File: src/rtl/mmio_bus_bridge_if.sv
`default_nettype none
// ============================================================================
// Module      : mmio_bus_bridge_if
// Description : Bundles the CPU load/store bus, the DMEM side-band and the
//               peripheral slot bus seen by mmio_bus_bridge.
//               slave  : bridge view (CPU/DMEM/slot inputs in, strobes out)
//               master : environment view (drives CPU/DMEM/slot inputs)
//               Signals: addr, wdata, we, re, stall, rdata, dmem_we,
//               dmem_rdata, slot_we, slot_re, slot_addr, slot_wdata,
//               slot_rdata, slot_ready, bus_err, err_addr, err_clr
// Revision    : 1.0 - initial release
// ============================================================================
interface mmio_bus_bridge_if #(
    parameter int N_SLOTS = 8,
    parameter int DATA_W  = 32
);
    logic [31:0]             addr;
    logic [DATA_W-1:0]       wdata;
    logic                    we;
    logic                    re;
    logic                    stall;
    logic [DATA_W-1:0]       rdata;
    logic                    dmem_we;
    logic [DATA_W-1:0]       dmem_rdata;
    logic [N_SLOTS-1:0]      slot_we;
    logic [N_SLOTS-1:0]      slot_re;
    logic [11:0]             slot_addr;
    logic [DATA_W-1:0]       slot_wdata;
    logic [N_SLOTS*DATA_W-1:0] slot_rdata;
    logic [N_SLOTS-1:0]      slot_ready;
    logic                    bus_err;
    logic [31:0]             err_addr;
    logic                    err_clr;

    modport slave (
        input  addr, wdata, we, re, dmem_rdata, slot_rdata, slot_ready, err_clr,
        output stall, rdata, dmem_we, slot_we, slot_re, slot_addr, slot_wdata,
               bus_err, err_addr
    );

    modport master (
        output addr, wdata, we, re, dmem_rdata, slot_rdata, slot_ready, err_clr,
        input  stall, rdata, dmem_we, slot_we, slot_re, slot_addr, slot_wdata,
               bus_err, err_addr
    );
endinterface
`default_nettype wire

File: src/rtl/mmio_bus_bridge.sv
`default_nettype none
// ============================================================================
// Module      : mmio_bus_bridge
// Description : Routes CPU loads/stores to DMEM (zero-wait, combinational) or
//               to one of N_SLOTS peripheral slots through a registered
//               strobe/ready handshake that stalls the CPU until completion.
//               Unmapped accesses (and, optionally, unresponsive slots) raise
//               a sticky bus error that records the first failing address.
// Ports       : clk, rst (sync, active-high), bus (mmio_bus_bridge_if.slave)
// Options     : MMIO_TIMEOUT_EN - when defined, a WAIT lasting TIMEOUT cycles
//               without ready is aborted as a bus error.
// Revision    : 1.0 - initial release
// ============================================================================
module mmio_bus_bridge #(
    parameter int                N_SLOTS    = 8,
    parameter int                DATA_W     = 32,
    parameter int                PERIPH_BIT = 11,
    parameter logic [11:0]       BASE_OFF   = 12'h800,
    parameter int                TIMEOUT    = 15,
    parameter logic [DATA_W-1:0] ERR_DATA   = DATA_W'(32'hDEAD_BEEF)
) (
    input  wire logic        clk,
    input  wire logic        rst,
    mmio_bus_bridge_if.slave bus
);
    localparam int C_IDX_W = (N_SLOTS > 1) ? $clog2(N_SLOTS) : 1;

    typedef enum logic [1:0] {
        ST_IDLE = 2'd0,
        ST_WAIT = 2'd1,
        ST_DONE = 2'd2
    } state_t;

    state_t              r_state, w_state_d;
    logic [C_IDX_W-1:0]  r_idx, w_idx_d;
    logic [31:0]         r_addr, w_addr_d;
    logic [DATA_W-1:0]   r_wdata, w_wdata_d;
    logic                r_wr, w_wr_d;
    logic [N_SLOTS-1:0]  r_slot_we, w_slot_we_d;
    logic [N_SLOTS-1:0]  r_slot_re, w_slot_re_d;
    logic [DATA_W-1:0]   r_rdata, w_rdata_d;
    logic                r_bus_err, w_bus_err_d;
    logic [31:0]         r_err_addr, w_err_addr_d;
    logic                w_stall;
    logic                w_err_evt;
    logic [31:0]         w_err_at;

`ifdef MMIO_TIMEOUT_EN
    localparam int C_CNT_W = (TIMEOUT > 1) ? $clog2(TIMEOUT + 1) : 1;
    logic [C_CNT_W-1:0]  r_cnt, w_cnt_d;
`endif

    // ------------------------------------------------------------------
    // Address decode
    // ------------------------------------------------------------------
    logic                w_req;
    logic                w_periph;
    logic [11:0]         w_off;
    logic [9:0]          w_idx_full;
    logic                w_mapped;
    logic [N_SLOTS-1:0]  w_onehot;
    logic                w_ready_sel;
    logic [DATA_W-1:0]   w_rdata_sel;

    assign w_req      = bus.we | bus.re;
    assign w_periph   = bus.addr[PERIPH_BIT];
    assign w_off      = bus.addr[11:0] - BASE_OFF;
    assign w_idx_full = w_off[11:2];
    // The >= BASE_OFF term rejects offsets that wrapped in the subtraction.
    assign w_mapped   = w_periph && (bus.addr[1:0] == 2'b00) &&
                        (bus.addr[11:0] >= BASE_OFF) &&
                        (w_idx_full < 10'(N_SLOTS));

    always_comb begin
        w_onehot = '0;
        for (int i = 0; i < N_SLOTS; i++) begin
            w_onehot[i] = (w_idx_full == 10'(i));
        end
    end

    // Only the slot owning the in-flight access can complete it.
    assign w_ready_sel = bus.slot_ready[r_idx];
    assign w_rdata_sel = bus.slot_rdata[r_idx*DATA_W +: DATA_W];

    // ------------------------------------------------------------------
    // Next-state and outputs
    // ------------------------------------------------------------------
    always_comb begin
        w_state_d    = r_state;
        w_idx_d      = r_idx;
        w_addr_d     = r_addr;
        w_wdata_d    = r_wdata;
        w_wr_d       = r_wr;
        w_slot_we_d  = r_slot_we;
        w_slot_re_d  = r_slot_re;
        w_rdata_d    = r_rdata;
        w_bus_err_d  = r_bus_err;
        w_err_addr_d = r_err_addr;
        w_stall      = 1'b0;
        w_err_evt    = 1'b0;
        w_err_at     = 32'd0;
`ifdef MMIO_TIMEOUT_EN
        w_cnt_d      = r_cnt;
`endif

        if (bus.err_clr) begin
            w_bus_err_d  = 1'b0;
            w_err_addr_d = 32'd0;
        end

        case (r_state)
            ST_IDLE: begin
                w_stall = w_req && w_periph;
                if (w_req && w_periph) begin
                    if (w_mapped) begin
                        w_idx_d   = w_idx_full[C_IDX_W-1:0];
                        w_addr_d  = bus.addr;
                        w_wdata_d = bus.wdata;
                        w_wr_d    = bus.we;   // store wins over load
                        if (bus.we) begin
                            w_slot_we_d = w_onehot;
                        end else begin
                            w_slot_re_d = w_onehot;
                        end
`ifdef MMIO_TIMEOUT_EN
                        w_cnt_d   = '0;
`endif
                        w_state_d = ST_WAIT;
                    end else begin
                        w_rdata_d = ERR_DATA;
                        w_err_evt = 1'b1;
                        w_err_at  = bus.addr;
                        w_state_d = ST_DONE;
                    end
                end
            end
            ST_WAIT: begin
                w_stall = 1'b1;
                if (w_ready_sel) begin
                    if (!r_wr) begin
                        w_rdata_d = w_rdata_sel;
                    end
                    w_slot_we_d = '0;
                    w_slot_re_d = '0;
                    w_state_d   = ST_DONE;
                end
`ifdef MMIO_TIMEOUT_EN
                // This cycle would bring the count to TIMEOUT: abort.
                else if (r_cnt == C_CNT_W'(TIMEOUT - 1)) begin
                    w_slot_we_d = '0;
                    w_slot_re_d = '0;
                    w_rdata_d   = ERR_DATA;
                    w_err_evt   = 1'b1;
                    w_err_at    = r_addr;
                    w_state_d   = ST_DONE;
                end else begin
                    w_cnt_d = r_cnt + 1'b1;
                end
`endif
            end
            ST_DONE: begin
                // The CPU sees its result now; the still-present request is
                // the completing one and must not be re-issued.
                w_state_d = ST_IDLE;
            end
            default: begin
                w_state_d = ST_IDLE;
            end
        endcase

        // A new error overrides a simultaneous clear.
        if (w_err_evt) begin
            w_bus_err_d = 1'b1;
            if (!r_bus_err || bus.err_clr) begin
                w_err_addr_d = w_err_at;
            end
        end
    end

    // ------------------------------------------------------------------
    // State register
    // ------------------------------------------------------------------
    always_ff @(posedge clk) begin
        if (rst) begin
            r_state    <= ST_IDLE;
            r_idx      <= '0;
            r_addr     <= 32'd0;
            r_wdata    <= '0;
            r_wr       <= 1'b0;
            r_slot_we  <= '0;
            r_slot_re  <= '0;
            r_rdata    <= '0;
            r_bus_err  <= 1'b0;
            r_err_addr <= 32'd0;
`ifdef MMIO_TIMEOUT_EN
            r_cnt      <= '0;
`endif
        end else begin
            r_state    <= w_state_d;
            r_idx      <= w_idx_d;
            r_addr     <= w_addr_d;
            r_wdata    <= w_wdata_d;
            r_wr       <= w_wr_d;
            r_slot_we  <= w_slot_we_d;
            r_slot_re  <= w_slot_re_d;
            r_rdata    <= w_rdata_d;
            r_bus_err  <= w_bus_err_d;
            r_err_addr <= w_err_addr_d;
`ifdef MMIO_TIMEOUT_EN
            r_cnt      <= w_cnt_d;
`endif
        end
    end

    // ------------------------------------------------------------------
    // Outputs
    // ------------------------------------------------------------------
    assign bus.dmem_we    = bus.we & ~w_periph;
    assign bus.rdata      = w_periph ? r_rdata : bus.dmem_rdata;
    assign bus.stall      = w_stall;
    assign bus.slot_we    = r_slot_we;
    assign bus.slot_re    = r_slot_re;
    assign bus.slot_addr  = r_addr[11:0];
    assign bus.slot_wdata = r_wdata;
    assign bus.bus_err    = r_bus_err;
    assign bus.err_addr   = r_err_addr;

    // Bits that carry no information in this configuration.
    logic unused_bits;
`ifdef MMIO_TIMEOUT_EN
    assign unused_bits = ^w_off[1:0];
`else
    assign unused_bits = ^{w_off[1:0], r_addr[31:12], (TIMEOUT != 0)};
`endif

endmodule
`default_nettype wire
File: src/flat_wrapper.sv
// flat-port wrapper written by rule: the top's interface ports become plain ports
module mmio_bus_bridge_flat 
#(
    parameter int                N_SLOTS    = 8,
    parameter int                DATA_W     = 32,
    parameter int                PERIPH_BIT = 11,
    parameter logic [11:0]       BASE_OFF   = 12'h800,
    parameter int                TIMEOUT    = 15,
    parameter logic [DATA_W-1:0] ERR_DATA   = DATA_W'(32'hDEAD_BEEF)
)
  (clk, rst, bus_addr, bus_wdata, bus_we, bus_re, bus_dmem_rdata, bus_slot_rdata, bus_slot_ready, bus_err_clr, bus_stall, bus_rdata, bus_dmem_we, bus_slot_we, bus_slot_re, bus_slot_addr, bus_slot_wdata, bus_bus_err, bus_err_addr);
  mmio_bus_bridge_if #(.N_SLOTS(N_SLOTS), .DATA_W(DATA_W)) bus_i ();
  input  wire logic clk;
  input  wire logic rst;
  input wire logic [$bits(bus_i.addr)-1:0] bus_addr;
  input wire logic [$bits(bus_i.wdata)-1:0] bus_wdata;
  input wire logic [$bits(bus_i.we)-1:0] bus_we;
  input wire logic [$bits(bus_i.re)-1:0] bus_re;
  input wire logic [$bits(bus_i.dmem_rdata)-1:0] bus_dmem_rdata;
  input wire logic [$bits(bus_i.slot_rdata)-1:0] bus_slot_rdata;
  input wire logic [$bits(bus_i.slot_ready)-1:0] bus_slot_ready;
  input wire logic [$bits(bus_i.err_clr)-1:0] bus_err_clr;
  output wire logic [$bits(bus_i.stall)-1:0] bus_stall;
  output wire logic [$bits(bus_i.rdata)-1:0] bus_rdata;
  output wire logic [$bits(bus_i.dmem_we)-1:0] bus_dmem_we;
  output wire logic [$bits(bus_i.slot_we)-1:0] bus_slot_we;
  output wire logic [$bits(bus_i.slot_re)-1:0] bus_slot_re;
  output wire logic [$bits(bus_i.slot_addr)-1:0] bus_slot_addr;
  output wire logic [$bits(bus_i.slot_wdata)-1:0] bus_slot_wdata;
  output wire logic [$bits(bus_i.bus_err)-1:0] bus_bus_err;
  output wire logic [$bits(bus_i.err_addr)-1:0] bus_err_addr;
  assign bus_i.addr = bus_addr;
  assign bus_i.wdata = bus_wdata;
  assign bus_i.we = bus_we;
  assign bus_i.re = bus_re;
  assign bus_i.dmem_rdata = bus_dmem_rdata;
  assign bus_i.slot_rdata = bus_slot_rdata;
  assign bus_i.slot_ready = bus_slot_ready;
  assign bus_i.err_clr = bus_err_clr;
  assign bus_stall = bus_i.stall;
  assign bus_rdata = bus_i.rdata;
  assign bus_dmem_we = bus_i.dmem_we;
  assign bus_slot_we = bus_i.slot_we;
  assign bus_slot_re = bus_i.slot_re;
  assign bus_slot_addr = bus_i.slot_addr;
  assign bus_slot_wdata = bus_i.slot_wdata;
  assign bus_bus_err = bus_i.bus_err;
  assign bus_err_addr = bus_i.err_addr;
  mmio_bus_bridge #(.N_SLOTS(N_SLOTS), .DATA_W(DATA_W), .PERIPH_BIT(PERIPH_BIT), .BASE_OFF(BASE_OFF), .TIMEOUT(TIMEOUT), .ERR_DATA(ERR_DATA)) u_core (.clk(clk), .rst(rst), .bus(bus_i));
endmodule
File: config.mk
export PLATFORM = sky130hd
export DESIGN_NAME = mmio_bus_bridge_flat
export DESIGN_NICKNAME = d
export VERILOG_FILES = /design/src/rtl/mmio_bus_bridge_if.sv /design/src/rtl/mmio_bus_bridge.sv /design/src/flat_wrapper.sv
export SDC_FILE = /design/constraint.sdc
export NUM_CORES = 1
export LEC_CHECK = 0
export ABC_CLOCK_PERIOD_IN_PS = 3850
export CAP_MARGIN = 20
export CORE_AREA = 2 2 192 194
export CTS_BUF_LIST = sky130_fd_sc_hd__clkbuf_4 sky130_fd_sc_hd__clkbuf_8
export DETAILED_ROUTE_END_ITERATION = 8
export DIE_AREA = 0 0 194 196
export DONT_BUFFER_PORTS = 1
export SETUP_SLACK_MARGIN = 0.4
export SYNTH_ARGS = -nofsm -noshare
export SYNTH_HDL_FRONTEND = slang
export SYNTH_SLANG_ARGS = --single-unit
File: constraint.sdc
create_clock -name clk -period 3.85 [get_ports clk]
set_input_delay 0.1925 -clock clk [delete_from_list [all_inputs] [get_ports clk]]
set_output_delay 0.1925 -clock clk [all_outputs]
set_load 0.005 [all_outputs]
* Yosys cells after proc, flatten, opt, wreduce, memory -nomap -nowiden
Index checks and enable logic that the tools add are counted.
** Operators by class
- Add/subtract/negate cells :: 1
- Bitwise gates (word level) :: 3
- Eq/ne operators :: 15
- $lt $le $gt $ge :: 3
- Shift-type cells :: 1
- Mux-type cells :: 33
- Reductions and logical operators :: 16
** Operator list (count)
- two-way mux 32 bit :: 11
- indexed part select 256 x 9 -> 32 bit :: 1
- case mux 32 bit (2 select lines) :: 1
- two-way mux 8 bit :: 7
- == test 10 x 3 -> 1 bit, second input constant :: 4
- case mux 8 bit (2 select lines) :: 2
- == test 10 x 2 -> 1 bit, second input constant :: 2
- AND reduction 5 bit :: 3
- >= comparator 12 bit, second input constant :: 1
- subtractor 12 bit, second input constant :: 1
- == test 10 x 1 -> 1 bit, second input constant :: 1
- zero test 10 bit :: 1
- < comparator 10 x 4 -> 1 bit, second input constant :: 1
- inequality test 2 bit, second input constant :: 4
- two-way mux 1 bit :: 6
- two-way mux 2 bit :: 3
- inequality test 2 x 1 -> 1 bit, second input constant :: 3
- logical AND 1 bit :: 4
- zero test 2 bit :: 2
- < comparator 3 x 4 -> 1 bit, second input constant :: 1
- case mux 2 bit (2 select lines) :: 1
- nonzero test 2 bit :: 2
- binary-select mux 1 bit (select 3 bit) :: 1
- AND reduction 3 bit :: 1
- 8 further kinds :: 8
** Storage, ports and cells
- Input port bits :: 365
- Word-level logic and storage cells :: 82
- Register bits after elaboration :: 131
- Output and inout port bits :: 127

* Longest topological paths before layout
- Depth after elaboration :: 9
- Gate-level depth with buffers :: 9
- Depth with buffers taken out :: 5

* Least setup slack after synthesis
Ideal clock, no wire load.
- Kind :: register to register
- Start point :: register u_core.r_addr[2] (netlist name)
- End point :: register u_core.r_rdata[29]
- Arrival :: 1.941 ns
- Path slack :: 1.789 ns
- Cell stages (with the launch flop) :: 8
- Path buffers :: 3
- Library setup time :: 0.119 ns
- Period minus slack after synthesis :: 2.061 ns
- Data required time :: 3.731 ns
- Cell sequence :: dfxtp_1 buf_2 buf_2 buf_2 mux4_2 mux2_2 nand2_1 mux2i_1
** RTL lines
- to (signal assigned) :: line mmio_bus_bridge.sv:206 : r_rdata <= w_rdata_d;
- to (decl) :: line mmio_bus_bridge.sv:41 : logic [DATA_W-1:0] r_rdata, w_rdata_d;

* Worst setup path in the final report
- Start point :: register u_core.r_state[0]
- End point :: register u_core.r_err_addr[13] (netlist: u_core.bus.err_addr[13])
** Between the ends
- Longest elaborated chain between the ends :: 4
- Elaborated cells on any way between the ends :: 5
- Those cells by class :: mux: 4; reduce/logical: 1
** Ends and longest elaborated chain
- from (decl) :: line mmio_bus_bridge.sv:34 : state_t r_state, w_state_d;
- from (signal assigned) :: line mmio_bus_bridge.sv:199 : r_state <= w_state_d;
- zero test 2 bit * :: line mmio_bus_bridge.sv:111 : case (r_state)
- two-way mux 32 bit :: line mmio_bus_bridge.sv:111
- two-way mux 32 bit :: line mmio_bus_bridge.sv:174 : if (!r_bus_err || bus.err_clr) begin
- two-way mux 32 bit * :: line mmio_bus_bridge.sv:172 : if (w_err_evt) begin
- to (signal assigned) :: line mmio_bus_bridge.sv:208 : r_err_addr <= w_err_addr_d;
- to (decl) :: line mmio_bus_bridge.sv:43 : logic [31:0] r_err_addr, w_err_addr_d;
Every way passes the cells marked *; elsewhere a longest branch is shown, timed or not.
A chain may end at the register's enable or synchronous reset.

==> impl_metrics.toml <==
[sta]
achievable_frequency_mhz = 347
fin_tns_setup_ps = 0
finalSetupViolations = 0
worst_clock_skew_ps = 14.8
worst_slew_margin_rel_pct = 36.2
grt_setup_unrepaired = "no"
timing_max_transition_violations_final = 0
fin_ws_ps = 968
final-hold-violation-count = 0
period_share_pct = 74.9
worst-slew-pin-transition_ps = 958
final_period_minus_worst_setup_slack_ps = 2880

[synth]
syn_warnings = 0
netlist_area_um2 = 7070
main_flop_type_after_synthesis = "dfxtp_1"
synth_edf_count = 0
number_of_storage_elements_in_the_synthesis_netlist = 128
synth_largest_area_cell = "dfxtp_1"
synth_nets = 1054
synth-seq-area-share_pct = 36.3
post-synth-top-area-fraction_pct = 36.3
synthArstFlopShare_pct = 0
yosys-top-cells-area = "dfxtp_1 (36%), mux4_2 (20%), mux2_2 (6.4%), nand2_1 (6.1%), mux2i_1 (5.1%)"
postSynthCellCount = 689
synth.avg_cell_area_um2 = 10.3
synth.lib_cells_used.distinct = 34

[cts]
post_cts.resized_instances = 0
clock_tree.buffer_depth = 2
cts_setup_buffers = 0
clk_pin_slew_worst_paths_ps = 90
tritoncts.num_buffers = 17
htree_num_levels = 4
worstSkewPairLatency_ps = 480
ctsRootBufferMaster = "clkbuf_8"
cts_tree = "done"
cts.sinks = 128
cts-hold-fix-buffers = 77

[grt]
globalRoute.totalOverflow = 0
grt_max_degree = 121
grt_antenna_before_repair = 34
global_route_wire_length_before_repair_um = 43000
grt_pass1_vias = 5947
track_usage_pct = 15.9

[place]
worst_case_setup_slack_after_placement_ps = 936
gp_routability_congestion = 1.04
number_of_port_buffers = 0
place_hpwl_um = 23600

[cells_and_area]
layout_common_cells = "dfxtp_1 (125), nand2_1 (115), dlygate4sd3_1 (76), a21oi_1 (70), mux4_2 (64)"
layout-area-overhead-vs-synth_pct = 24.0
utilization_pct = 24.3
num-nets-final = 1098
final_common_cell = "dfxtp_1"
layout_cells_sized_above_1_pct = 21.3

[critical_path]
cp_cell_sequence = "nor3_1 > nand3_2 > nand3b_1 > a21oi_1 > dlygate4sd3_1"
cp_top_family = "simple AND/OR/NAND/NOR gates"
end_kind = "flip-flop"
worst-endpoint-arrival_ps = 3240
crit_path_top_delay_cell = "nand3_2"
timing.reg2reg.worst_path_depth = 5
rr_startpoint = "u_core.r_state[0]$_SDFFE_PP0N_"
critical_path.max_fanout = 32
timing.critical_path.buf_inv = 1
regToRegEndpoint = "u_core.bus.err_addr[13]$_SDFF_PP0_"
r2r_slack_ps = 970
max_incr_delay_on_cp_ps = 740
critical_path_class = "reg -> reg"
worst_ep_required_time_ps = 4210
setup.worst_path.start_class = "flip-flop"

[route]
postRouteWirelength_um = 31400
avgViaCountPerCell = 4.89
final_antenna_net_count = 0
dr.pass1.iters = 5
number_of_vias_after_detailed_routing = 6031
post_drt_wl_per_cell_um = 25.5
initialDrtViolationCount = 384
drc_viols = 0

[floorplanning]
start_util_pct = 19.6
std_cell_rows = 70
die_h_um = 196
die_area_um2 = 38000
fp.dieW_um = 194
placeableCoreArea_um2 = 36100
design.portCount = 492

[min_path]
hold_path.startpoint = "rst"
timing.hold.worst_path_depth = 4
hold_path_class = "in -> reg"
timing.hold.worst_endpoint = "u_core.r_rdata[14]$_SDFFE_PP0P_"

[power]
net-switching-power_mw = 0.784
proportion_of_power_drawn_by_flip_flops_and_latches_pct = 44.2
power_frac_comb_pct = 10.3
power_leakage_nw = 2.76
internal_power_mw = 2.36
swShare_pct = 24.9
vdd_drop_max_v = 0.000228
power_density_nw_per_um2 = 359
clock_power_share_pct = 45.5

[outcome]
result_of_the_run = "finished clean"

[job]
max_cap_violations = 0
[final cells by class]
cell class / instances / area (um^2)
Fill cell: 3809 / 27300
Multi-Input combinational cell: 471 / 4080
Sequential cell: 128 / 2570
Timing Repair Buffer: 87 / 896
Tap cell: 468 / 586
Clock buffer: 20 / 269
Clock inverter: 12 / 204
Inverter: 28 / 105
Antenna cell: 19 / 47.5
[registers in the layout, summed over array words and instances (netlist names)]
name and cells:
u_core.bus.err_addr 32, u_core.bus.slot_wdata 32, u_core.r_rdata 32, u_core.r_addr 12
u_core.bus.slot_re 8, u_core.bus.slot_we 8, u_core.r_state 2, u_core.bus.bus_err 1
u_core.r_wr 1
[metrics by stage]
stage | std cells | hold WS (ps) | instance area (um^2) | power [mW]
floorplan | 689 | 328 | 7070 | 1.62
global placement | 1104 | 273 | 7420 | 1.64
detailed placement | 1105 | 278 | 7450 | 1.65
CTS | 1214 | 37.8 | 8710 | 3.19
global route | 1220 | 67.0 | 8730 | 3.27
finish | 1233 | 79.0 | 8760 | 3.14
[how the worst max path moves through the flow]
stage          cells past startpoint  slack, ps                           start                            endpoint
6_report                           5        970  u_core.r_state[0]$_SDFFE_PP0N_  u_core.bus.err_addr[13]$_SDFF_PP0_
5_1_grt                            5        730  u_core.r_state[0]$_SDFFE_PP0N_  u_core.bus.err_addr[31]$_SDFF_PP0_
4_1_cts                            5       1040  u_core.r_state[0]$_SDFFE_PP0N_  u_core.bus.err_addr[17]$_SDFF_PP0_
3_5_place_dp                       5        940                     bus_addr[7]     u_core.r_rdata[24]$_SDFFE_PP0P_
3_3_place_gp                       5        990                     bus_addr[7]     u_core.r_rdata[14]$_SDFFE_PP0P_
2_1_floorplan                      7       1790   u_core.r_addr[2]$_SDFFE_PP0P_     u_core.r_rdata[29]$_SDFFE_PP0P_
[cell families (layout without fill, tap and decap cells)]
| group | Yosys count | in the layout | share of synthesized area (%) |
|---|---|---|---|
| buffers and inverters | 90 | 147 | 6.06 |
| DFF | 128 | 128 | 36.3 |
| other | 0 | 19 | 0 |
| and+or+nand+nor | 215 | 215 | 15.5 |
| AOI/OAI and AO/OA | 116 | 116 | 10.3 |
| muxes | 140 | 140 | 31.9 |
[tightest hold or removal path: cells and delay by family]
family	cells	cell delay, ps
multiplexers	1	50
AND/OR/NAND/NOR	2	100
buffers and inverters	1	170
[per-layer routing]
layer  vias to the layer above  part of all wire, %  track usage, %
li1                       2631                    -               -
met1                      2959                   38            18.2
met2                       352                   47            24.6
met3                        57                   13            9.18
met4                        32                  1.9            5.36
met5                         -                 0.62               0
[synth_stat cells, types with 2 or more instances]
cell / count
mux2_2: 40
nand3b_1: 35
dfxtp_1: 128
o21ai_2: 2
nand3_1: 6
buf_1: 3
buf_6: 7
mux4_2: 64
nand2b_1: 27
a21oi_1: 70
nor3b_1: 2
mux2i_1: 36
nor2_1: 7
clkbuf_1: 28
nand2_1: 115
and3_1: 4
and2_1: 8
inv_1: 28
nor3_1: 4
o22ai_1: 15
buf_4: 3
a221oi_1: 24
or4_1: 2
buf_2: 21
[power by group through the flow]
| stage | logic (mW) | clock network [mW] | registers, mW |
|---|---|---|---|
| 3_5_place_dp | 0.230 | 0 | 1.42 |
| 6_report | 0.324 | 1.43 | 1.39 |
| 5_1_grt | 0.347 | 1.53 | 1.39 |
| 4_1_cts | 0.323 | 1.48 | 1.39 |
| 3_3_place_gp | 0.221 | 0 | 1.42 |
| 2_1_floorplan | 0.212 | 0 | 1.41 |
Power figures use the tool's default switching activity.
